===== src/rtl/change_dispenser.sv =====
`default_nettype none
// +----------------------------------------------------------------------------+
// | Module   : change_dispenser                                                |
// | Purpose  : Takes one change amount per transaction and pays it out coin by |
// |            coin (greedy 5/2/1) to a hopper, tracking per-coin stock and    |
// |            flagging a sticky fault on shortfall.                           |
// | Option   : DISPENSE_TIMEOUT_EN adds an ack-timeout fault in WAIT.          |
// | Revision : 1.0  initial release                                            |
// +----------------------------------------------------------------------------+
module change_dispenser #(
    parameter int STOCK5      = 10,
    parameter int STOCK2      = 10,
    parameter int STOCK1      = 10,
    parameter int ACK_TIMEOUT = 15
) (
    input  logic       clk,
    input  logic       reset,
    input  logic       change_valid,
    input  logic [3:0] change,
    output logic       change_ready,
    output logic       coin_req,
    output logic [1:0] coin_sel,
    input  logic       coin_ack,
    output logic       done,
    output logic       fault,
    output logic       timeout,
    output logic [3:0] shortfall,
    output logic [2:0] states,
    output logic [7:0] stock5,
    output logic [7:0] stock2,
    output logic [7:0] stock1
);

    localparam logic [2:0] c_ST_IDLE   = 3'b000;
    localparam logic [2:0] c_ST_SELECT = 3'b001;
    localparam logic [2:0] c_ST_WAIT   = 3'b010;
    localparam logic [2:0] c_ST_DONE   = 3'b011;
    localparam logic [2:0] c_ST_FAULT  = 3'b100;

    localparam logic [1:0] c_SEL_1 = 2'b00;
    localparam logic [1:0] c_SEL_2 = 2'b01;
    localparam logic [1:0] c_SEL_5 = 2'b10;

    localparam logic [7:0] c_STOCK5_INIT = 8'(STOCK5);
    localparam logic [7:0] c_STOCK2_INIT = 8'(STOCK2);
    localparam logic [7:0] c_STOCK1_INIT = 8'(STOCK1);
    localparam logic [7:0] c_ACK_LIMIT   = 8'(ACK_TIMEOUT);

`ifdef DISPENSE_TIMEOUT_EN
    localparam logic c_TMO_EN = 1'b1;
`else
    localparam logic c_TMO_EN = 1'b0;
`endif

    logic [2:0] r_state,     w_state_nxt;
    logic [3:0] r_remaining, w_remaining_nxt;
    logic [1:0] r_coin_sel,  w_coin_sel_nxt;
    logic [7:0] r_stock5,    w_stock5_nxt;
    logic [7:0] r_stock2,    w_stock2_nxt;
    logic [7:0] r_stock1,    w_stock1_nxt;
    logic       r_fault,     w_fault_nxt;
    logic       r_timeout,   w_timeout_nxt;
    logic [3:0] r_shortfall, w_shortfall_nxt;
    logic [7:0] r_wait_cnt,  w_wait_cnt_nxt;

    logic [3:0] w_coin_val;
    logic [3:0] w_rem_after;
    logic       w_wait_expired;

    always_comb begin
        w_coin_val = 4'd1;
        case (r_coin_sel)
            c_SEL_5: w_coin_val = 4'd5;
            c_SEL_2: w_coin_val = 4'd2;
            default: w_coin_val = 4'd1;
        endcase
    end

    // Safe: a coin is only selected when its value does not exceed remaining.
    assign w_rem_after = r_remaining - w_coin_val;

    // Without the timeout option c_TMO_EN is 0, so WAIT never expires and the
    // counter never moves.
    assign w_wait_expired = c_TMO_EN && (r_wait_cnt == (c_ACK_LIMIT - 8'd1));

    always_comb begin
        w_state_nxt     = r_state;
        w_remaining_nxt = r_remaining;
        w_coin_sel_nxt  = r_coin_sel;
        w_stock5_nxt    = r_stock5;
        w_stock2_nxt    = r_stock2;
        w_stock1_nxt    = r_stock1;
        w_fault_nxt     = r_fault;
        w_timeout_nxt   = r_timeout;
        w_shortfall_nxt = r_shortfall;
        w_wait_cnt_nxt  = r_wait_cnt;

        case (r_state)
            c_ST_IDLE: begin
                if (change_valid) begin
                    w_remaining_nxt = change;
                    w_state_nxt     = (change == 4'd0) ? c_ST_DONE : c_ST_SELECT;
                end
            end

            c_ST_SELECT: begin
                w_wait_cnt_nxt = 8'd0;
                if ((r_remaining >= 4'd5) && (r_stock5 != 8'd0)) begin
                    w_coin_sel_nxt = c_SEL_5;
                    w_state_nxt    = c_ST_WAIT;
                end else if ((r_remaining >= 4'd2) && (r_stock2 != 8'd0)) begin
                    w_coin_sel_nxt = c_SEL_2;
                    w_state_nxt    = c_ST_WAIT;
                end else if ((r_remaining >= 4'd1) && (r_stock1 != 8'd0)) begin
                    w_coin_sel_nxt = c_SEL_1;
                    w_state_nxt    = c_ST_WAIT;
                end else begin
                    w_shortfall_nxt = r_remaining;
                    w_fault_nxt     = 1'b1;
                    w_state_nxt     = c_ST_FAULT;
                end
            end

            c_ST_WAIT: begin
                if (coin_ack) begin
                    w_remaining_nxt = w_rem_after;
                    case (r_coin_sel)
                        c_SEL_5: w_stock5_nxt = r_stock5 - 8'd1;
                        c_SEL_2: w_stock2_nxt = r_stock2 - 8'd1;
                        default: w_stock1_nxt = r_stock1 - 8'd1;
                    endcase
                    w_state_nxt = (w_rem_after == 4'd0) ? c_ST_DONE : c_ST_SELECT;
                end else if (w_wait_expired) begin
                    w_fault_nxt     = 1'b1;
                    w_timeout_nxt   = 1'b1;
                    w_shortfall_nxt = r_remaining;
                    w_state_nxt     = c_ST_FAULT;
                end else begin
                    w_wait_cnt_nxt = r_wait_cnt + {7'd0, c_TMO_EN};
                end
            end

            c_ST_DONE: begin
                w_state_nxt = c_ST_IDLE;
            end

            c_ST_FAULT: begin
                w_state_nxt = c_ST_FAULT;
            end

            default: begin
                w_state_nxt = c_ST_IDLE;
            end
        endcase
    end

    always_ff @(posedge clk) begin
        if (reset) begin
            r_state     <= c_ST_IDLE;
            r_remaining <= 4'd0;
            r_coin_sel  <= c_SEL_1;
            r_stock5    <= c_STOCK5_INIT;
            r_stock2    <= c_STOCK2_INIT;
            r_stock1    <= c_STOCK1_INIT;
            r_fault     <= 1'b0;
            r_timeout   <= 1'b0;
            r_shortfall <= 4'd0;
            r_wait_cnt  <= 8'd0;
        end else begin
            r_state     <= w_state_nxt;
            r_remaining <= w_remaining_nxt;
            r_coin_sel  <= w_coin_sel_nxt;
            r_stock5    <= w_stock5_nxt;
            r_stock2    <= w_stock2_nxt;
            r_stock1    <= w_stock1_nxt;
            r_fault     <= w_fault_nxt;
            r_timeout   <= w_timeout_nxt;
            r_shortfall <= w_shortfall_nxt;
            r_wait_cnt  <= w_wait_cnt_nxt;
        end
    end

    assign change_ready = (r_state == c_ST_IDLE);
    assign coin_req     = (r_state == c_ST_WAIT);
    assign done         = (r_state == c_ST_DONE);
    assign coin_sel     = r_coin_sel;
    assign fault        = r_fault;
    assign timeout      = r_timeout;
    assign shortfall    = r_shortfall;
    assign states       = r_state;
    assign stock5       = r_stock5;
    assign stock2       = r_stock2;
    assign stock1       = r_stock1;

endmodule

`default_nettype wire


===== config.mk =====
export PLATFORM = sky130hd
export DESIGN_NAME = change_dispenser
export DESIGN_NICKNAME = d
export VERILOG_FILES = /design/src/rtl/change_dispenser.sv
export SDC_FILE = /design/constraint.sdc
export NUM_CORES = 1
export LEC_CHECK = 0
export CORE_MARGIN = 5
export CORE_UTILIZATION = 53
export CTS_CLUSTER_SIZE = 24
export DETAILED_ROUTE_END_ITERATION = 16
export GPL_ROUTABILITY_DRIVEN = 0
export HOLD_SLACK_MARGIN = 0.08
export MAX_ROUTING_LAYER = met4
export PLACE_DENSITY_LB_ADDON = 0.2
export SYNTH_ARGS = -nofsm -noshare
export SYNTH_HDL_FRONTEND = slang
export SYNTH_SLANG_ARGS = --single-unit

===== constraint.sdc =====
create_clock -name clk -period 3.2 [get_ports clk]
set_input_delay 0.64 -clock clk [delete_from_list [all_inputs] [get_ports clk]]
set_output_delay 0.64 -clock clk [all_outputs]
set_load 0.02 [all_outputs]

==> results of run 1 <==
final cells by class:
| class | instances | area [um^2] | share of cell area (%) |
|---|---|---|---|
| multi-input cells | 161 | 1070 | 43.8 |
| flip-flops and latches | 38 | 761 | 31.2 |
| repair buffers | 45 | 448 | 18.4 |
| well taps | 46 | 57.6 | 2.36 |
| inverters | 15 | 56.3 | 2.31 |
| clock buffers | 7 | 45.0 | 1.85 |
metrics by stage:
stage	hold slack [ns]	utilization (%)
after CTS	0.497	71.3
after global placement	0.462	70.0
after global routing	0.513	71.3
after floorplan	0.486	-
after detailed placement	0.463	70.0
final	0.489	71.3
layer usage:
metal	share of wire, %	track usage [%]	vias up
li1	-	-	834
met4	1.5	7.02	0
met2	48	28.4	37
met3	6.1	6.17	7
met1	45	20.6	749
met5	0	-	-
how the worst max path moves through the flow:
| stage | start | slack, ns | to |
|---|---|---|---|
| floorplan | coin_sel[1]$_SDFFE_PP0P_ | 1.09 | states[1]$_SDFFE_PP0P_ |
| global route | states[1]$_SDFFE_PP0P_ | 0.50 | coin_req |
| detailed placement | coin_ack | 0.89 | states[1]$_SDFFE_PP0P_ |
| global placement | coin_ack | 0.93 | states[1]$_SDFFE_PP0P_ |
| finish | states[1]$_SDFFE_PP0P_ | 0.61 | coin_req |
| CTS | states[1]$_SDFFE_PP0P_ | 0.61 | coin_req |
synth_stat cells, types with 2 or more instances:
cell type                   n  area [um^2]
sky130_fd_sc_hd__o21ai_1    2         10.0
sky130_fd_sc_hd__nand3_1    6         30.0
sky130_fd_sc_hd__nand2_1    6         22.5
sky130_fd_sc_hd__nand4_1    5         31.3
sky130_fd_sc_hd__or4_1      2         15.0
sky130_fd_sc_hd__nand2b_1   7         43.8
sky130_fd_sc_hd__clkbuf_1   6         22.5
sky130_fd_sc_hd__inv_1     14         52.6
sky130_fd_sc_hd__a211o_1    3         26.3
sky130_fd_sc_hd__ha_1      10          125
sky130_fd_sc_hd__a21oi_1    7         35.0
sky130_fd_sc_hd__nor3b_1    6         45.0
sky130_fd_sc_hd__o21ai_0    2         10.0
sky130_fd_sc_hd__nor4_1     5         31.3
sky130_fd_sc_hd__a211oi_1   3         22.5
sky130_fd_sc_hd__mux2i_1    6         60.1
sky130_fd_sc_hd__xnor2_1   15          131
sky130_fd_sc_hd__buf_2      2         10.0
sky130_fd_sc_hd__nor4_4     2         42.5
sky130_fd_sc_hd__xor2_1     8         70.1
sky130_fd_sc_hd__nor3_1     6         30.0
sky130_fd_sc_hd__nor2_1    47          176
sky130_fd_sc_hd__dfxtp_1   38          761
sky130_fd_sc_hd__and3_1     3         18.8
sequential cells by signal, indices dropped and copies added (netlist names):
name         count
fault            1
shortfall        4
stock2           8
r_remaining      4
stock5           8
stock1           8
states           3
coin_sel         2
logic make-up after synthesis:
group / count (synthesis) / share of synthesized area, %
other: 1 / 0.195
muxes: 7 / 3.71
adders and majority gates: 11 / 7.54
buffers and inverters: 24 / 5.01
xor gates and xnor gates: 23 / 10.5
AOI/OAI and AO/OA: 21 / 7.09
and+or+nand+nor: 98 / 26.5
DFF: 38 / 39.5
report_power, final:
| group | internal [uW] | switching, uW | leakage (uW) | total [uW] |
|---|---|---|---|---|
| combinational | 88.1 | 117 | 0.000560 | 205 |
| sequential | 488 | 19.3 | 0.000308 | 507 |
| clock | 82.8 | 144 | 0.0000254 | 226 |
worst reg2reg max path, stage by stage, from the launching register on:
cell	delay, ns
sky130_fd_sc_hd__dfxtp_1	0.41
sky130_fd_sc_hd__inv_1	0.06
sky130_fd_sc_hd__ha_1	0.23
sky130_fd_sc_hd__inv_1	0.14
sky130_fd_sc_hd__ha_1	0.18
sky130_fd_sc_hd__inv_1	0.05
sky130_fd_sc_hd__fa_1	0.37
sky130_fd_sc_hd__xnor2_1	0.16
sky130_fd_sc_hd__nand4b_1	0.11
sky130_fd_sc_hd__o22ai_1	0.08
sky130_fd_sc_hd__a211o_1	0.29
==> PnR_summary.wiki, run 1 <==
{| class="wikitable"
! Metric !! Value
|-
| Hold path cells || 2
|-
| Count of final max-slew check failures || 0
|-
| Number of DRC violations after detailed routing || 0
|-
| Worst-path fanout max || 17
|-
| Fill cell count || 284
|-
| Final Cycle Share || 80.8%
|-
| Capture instance of the worst register-to-register path || states[1]$_SDFFE_PP0P_
|-
| Gate count after technology mapping || 223
|-
| Largest net degree at the start of global routing || 25
|-
| Via total after detailed routing || 1,627
|-
| Crit path arrival time || 1.95 ns
|-
| Routed wirelength normalized by instance count || 12.9 um
|-
| Die boundary height || 70.3 um
|-
| Leading cell types in the layout, fill and taps excluded || 47 x sky130_fd_sc_hd__nor2_1, 44 x sky130_fd_sc_hd__clkdlybuf4s50_1, 38 x sky130_fd_sc_hd__dfxtp_1
|-
| Post-placement cell count || 305
|-
| Number of buffers added by the clock tree synthesis step || 5
|-
| Total global-route track usage || 17.8%
|-
| Hold violation total from the final report || 0
|-
| Mean post-synth cell area || 8.63 um^2
|-
| Sequential fraction of the synthesis area || 39.5%
|-
| Core Region || 3420 um^2
|-
| Post-route cell area || 2430 um^2
|-
| Rel. slew slack || 42.6%
|-
| Initial core utilization || 56.3%
|-
| Die outline width || 70.3 um
|-
| Insertion delay of the later-clocked pin in the worst-skew pair || 0.34 ns
|-
| Predominant post-synthesis flop cell || sky130_fd_sc_hd__dfxtp_1
|-
| Run status || complete, no violations
|-
| Post-synthesis register bit count || 38
|-
| HPWL Detailed || 3.08 mm
|-
| Worst Hold Launch || fault$_SDFFE_PP0P_
|-
| Slew at the pin with the worst max-slew slack || 0.859 ns
|-
| Number of clock sinks || 38
|-
| Clock transition at the register clock pins on the worst setup and hold paths after CTS || 0.10 ns
|-
| Peak supply drop || 0.312 mV
|-
| Flop-to-flop setup slack || 1.03 ns
|-
| Final Routed Wirelength || 4.02 mm
|-
| CP Buf/Inv Count || 2
|-
| Number of global-route vias before repair || 1,598
|-
| Worst Clk Skew || 0.00682 ns
|-
| Category of the worst setup path launch point || flip-flop
|-
| Setup total negative slack || 0 ns
|-
| Cell leakage power || 0.000893 uW
|-
| Area growth from synthesis to layout || 26.5%
|-
| Wire length of the first global-routing pass || 6.94 mm
|-
| CTS Root Buffer Type || sky130_fd_sc_hd__clkbuf_4
|-
| Fraction of final layout cells sized beyond drive strength 1 || 4.14%
|-
| Number of cells on the worst reg-to-reg path || 10
|-
| Largest buffer count on any clock path || 2
|-
| Delay of the slowest cell on the worst path || 0.66 ns
|-
| Post-Synthesis Net Count || 242
|-
| Sort of element at the end of the critical path || primary output
|-
| Area of the mapped netlist || 1920 um^2
|-
| Fraction of registers with async set/reset || 0%
|-
| Final worst slack || 0.614 ns
|-
| Vias per cell || 5.21
|-
| Number of enable-type register cells in the synthesized netlist || 0
|-
| Number of failing setup endpoints in the final timing report || 0
|-
| Max-cap violations || 0
|-
| Number of antenna repair diodes || 0
|-
| Die Outline Area || 4940 um^2
|-
| Iteration count of the initial detailed-routing pass || 4
|-
| Count of port buffers added during placement || 44
|-
| Number of cells on the critical path || 3
|-
| CTS tree || done
|-
| Post-CTS setup buffer count || 0
|-
| CP Class || reg -> out
|-
| Count of distinct cell types in the synthesized netlist || 36
|-
| Starting DRC count in detailed routing || 72
|-
| Highest Clock Rate || 387 MHz
|-
| Most common cell after layout, fill and taps aside || sky130_fd_sc_hd__nor2_1
|-
| Worst endpoint required time || 2.56 ns
|-
| Fin nets || 285
|-
| Sink of the worst hold path || fault$_SDFFE_PP0P_
|-
| Cells along the critical path || nand2_1, inv_2, clkdlybuf4s50_1
|-
| Number of core rows || 21
|-
| Post-placement worst setup slack || 0.893 ns
|-
| Post-route total power || 939 uW
|-
| Final critical path time including I/O delays and setup || 2.59 ns
|-
| Number of nets still failing antenna checks after routing || 0
|-
| CP max-delay cell || sky130_fd_sc_hd__clkdlybuf4s50_1
|-
| RSZ-0062 raised after global routing || false
|-
| Synth warnings || 0
|-
| Power Dens Cells || 386 nW/um^2
|-
| Hold Crit Class || reg -> reg
|-
| Overall overflow remaining after global route || 0
|-
| Reg-to-reg startpoint || coin_sel[1]$_SDFFE_PP0P_
|-
| Cell family contributing the most delay on the critical path || buffers and inverters
|-
| Number of instances resized during post-cts repair || 0
|-
| IO Pins || 46
|-
| Hold buffer count at CTS || 0
|-
| Total cell area at the placement stage || 2390 um^2
|-
| Initial antenna violation count || 0
|-
| Count of placed standard cells in the final layout, fillers left out || 312
|-
| CTS H-tree lvls || 2
|}
Power figures use the tool's default switching activity.
==> inputs of run 2 (changes only) <==
--- a/config.mk
+++ b/config.mk
@@ -6,7 +6,7 @@
 export NUM_CORES = 1
 export LEC_CHECK = 0
 export CORE_MARGIN = 5
-export CORE_UTILIZATION = 53
+export CORE_UTILIZATION = 49
 export CTS_CLUSTER_SIZE = 24
 export DETAILED_ROUTE_END_ITERATION = 16
 export GPL_ROUTABILITY_DRIVEN = 0
==> constraint.sdc (replaced) <==
create_clock -name clk -period 2.4 [get_ports clk]
set_input_delay 0.48 -clock clk [delete_from_list [all_inputs] [get_ports clk]]
set_output_delay 0.48 -clock clk [all_outputs]
set_load 0.02 [all_outputs]
==> PnR_summary.wiki, run 2 (synthesis results as in run 1) <==
{| class="wikitable"
! Metric !! Value
|-
| Cells along the critical path || nand2_1, inv_2, clkdlybuf4s50_1
|-
| Worst-path fanout max || 10
|-
| Cell leakage power || 0.000925 uW
|-
| Largest net degree at the start of global routing || 21
|-
| Starting DRC count in detailed routing || 81
|-
| Number of clock sinks || 38
|-
| Final Routed Wirelength || 4.01 mm
|-
| Count of final max-slew check failures || 0
|-
| Number of core rows || 22
|-
| Post-placement worst setup slack || 0.271 ns
|-
| Max-cap violations || 0
|-
| CP max-delay cell || sky130_fd_sc_hd__clkdlybuf4s50_1
|-
| Vias per cell || 5.13
|-
| Most common cell after layout, fill and taps aside || sky130_fd_sc_hd__nor2_1
|-
| Overall overflow remaining after global route || 0
|-
| HPWL Detailed || 3.09 mm
|-
| Category of the worst setup path launch point || flip-flop
|-
| Clock transition at the register clock pins on the worst setup and hold paths after CTS || 0.07 ns
|-
| Hold buffer count at CTS || 0
|-
| Insertion delay of the later-clocked pin in the worst-skew pair || 0.29 ns
|-
| Via total after detailed routing || 1,621
|-
| Initial core utilization || 51.4%
|-
| Final Cycle Share || 89.4%
|-
| Number of buffers added by the clock tree synthesis step || 5
|-
| Die boundary height || 72.7 um
|-
| Fin nets || 288
|-
| Final critical path time including I/O delays and setup || 2.15 ns
|-
| Power Dens Cells || 553 nW/um^2
|-
| Number of nets still failing antenna checks after routing || 0
|-
| Final worst slack || 0.253 ns
|-
| Routed wirelength normalized by instance count || 12.7 um
|-
| Hold Crit Class || reg -> reg
|-
| CP Class || reg -> out
|-
| Hold violation total from the final report || 0
|-
| Wire length of the first global-routing pass || 7.20 mm
|-
| Leading cell types in the layout, fill and taps excluded || 47 x sky130_fd_sc_hd__nor2_1, 44 x sky130_fd_sc_hd__clkdlybuf4s50_1, 38 x sky130_fd_sc_hd__dfxtp_1
|-
| Fraction of final layout cells sized beyond drive strength 1 || 5.60%
|-
| CTS tree || done
|-
| Count of port buffers added during placement || 44
|-
| Crit path arrival time || 1.67 ns
|-
| Number of global-route vias before repair || 1,578
|-
| Worst endpoint required time || 1.92 ns
|-
| Highest Clock Rate || 466 MHz
|-
| Sort of element at the end of the critical path || primary output
|-
| Setup total negative slack || 0 ns
|-
| Number of DRC violations after detailed routing || 0
|-
| CTS Root Buffer Type || sky130_fd_sc_hd__clkbuf_8
|-
| Number of instances resized during post-cts repair || 0
|-
| Run status || complete, no violations
|-
| Iteration count of the initial detailed-routing pass || 4
|-
| CP Buf/Inv Count || 2
|-
| Number of antenna repair diodes || 0
|-
| RSZ-0062 raised after global routing || false
|-
| Core Region || 3740 um^2
|-
| Worst slack on hold paths || 0.481 ns
|-
| Number of failing setup endpoints in the final timing report || 0
|-
| Area growth from synthesis to layout || 29.8%
|-
| Total global-route track usage || 17.7%
|-
| IO Pins || 46
|-
| Die Outline Area || 5280 um^2
|-
| Die outline width || 72.7 um
|-
| Delay of the slowest cell on the worst path || 0.59 ns
|-
| Worst Clk Skew || 0.00325 ns
|-
| Peak supply drop || 0.558 mV
|-
| Post-CTS setup buffer count || 0
|-
| Largest buffer count on any clock path || 2
|-
| Cell family contributing the most delay on the critical path || buffers and inverters
|-
| Initial antenna violation count || 0
|-
| CTS H-tree lvls || 2
|}
run 2: cell count changes in the layout (fill, tap and decap cells not counted):
cell / change
sky130_fd_sc_hd__clkbuf_4: -5
sky130_fd_sc_hd__clkbuf_1: -2
sky130_fd_sc_hd__clkbuf_8: +6
sky130_fd_sc_hd__buf_4: +3
run 2: layout make-up:
class | count | area [um^2]
Fill cell | 340 | 1250
Timing Repair Buffer | 48 | 470
Multi-Input combinational cell | 161 | 1070
Inverter | 15 | 56.3
Tap cell | 48 | 60.1
Sequential cell | 38 | 761
Clock buffer | 6 | 82.6
run 2: power breakdown:
group	leakage, uW	internal, uW	switching, uW
clock	0.0000431	221	204
sequential	0.000308	651	26.0
combinational	0.000575	122	158
total	0.000925	994	388
run 2: routing by layer:
metal  vias up  routed length (um)  track usage, %
met5         -                   0               -
met4         0                 110            8.20
met3        12                 208            4.96
met2        35                1760            25.1
met1       740                1930            23.1
li1        834                   -               -
run 2: through the flow:
stage               cell area (um^2)  instances  total power (uW)  utilization [%]
floorplan                       1920        223               879                -
global placement                2410        310               968             64.5
detailed placement              2410        310               969             64.5
CTS                             2500        316              1400             66.7
global route                    2500        316              1470             66.7
finish                          2500        316              1380             66.7
run 2: final timing paths:
| path | start | end | slack, ns | depth (start not counted) |
|---|---|---|---|---|
| max | states[1]$_SDFFE_PP0P_ | coin_req | 0.25 | 3 |
| min | fault$_SDFFE_PP0P_ | fault$_SDFFE_PP0P_ | 0.48 | 2 |
| max reg2reg | coin_sel[1]$_SDFFE_PP0P_ | states[1]$_SDFFE_PP0P_ | 0.26 | 10 |
| min reg2reg | fault$_SDFFE_PP0P_ | fault$_SDFFE_PP0P_ | 0.48 | 2 |
run 2: worst register-to-register path: stages (launching register included):
cell,delay [ns]
sky130_fd_sc_hd__dfxtp_1,0.38
sky130_fd_sc_hd__inv_1,0.06
sky130_fd_sc_hd__ha_1,0.23
sky130_fd_sc_hd__inv_1,0.14
sky130_fd_sc_hd__ha_1,0.17
sky130_fd_sc_hd__inv_1,0.05
sky130_fd_sc_hd__fa_1,0.37
sky130_fd_sc_hd__xnor2_1,0.16
sky130_fd_sc_hd__nand4b_1,0.11
sky130_fd_sc_hd__o22ai_1,0.08
sky130_fd_sc_hd__a211o_1,0.29
==> inputs of run 3 (changes only) <==
--- a/config.mk
+++ b/config.mk
@@ -13,6 +13,7 @@
 export HOLD_SLACK_MARGIN = 0.08
 export MAX_ROUTING_LAYER = met4
 export PLACE_DENSITY_LB_ADDON = 0.2
+export SKIP_LAST_GASP = 1
 export SYNTH_ARGS = -nofsm -noshare
 export SYNTH_HDL_FRONTEND = slang
 export SYNTH_SLANG_ARGS = --single-unit
==> results of run 3 <==
No change in the layout: final DEF, timing and power equal those of run 2.
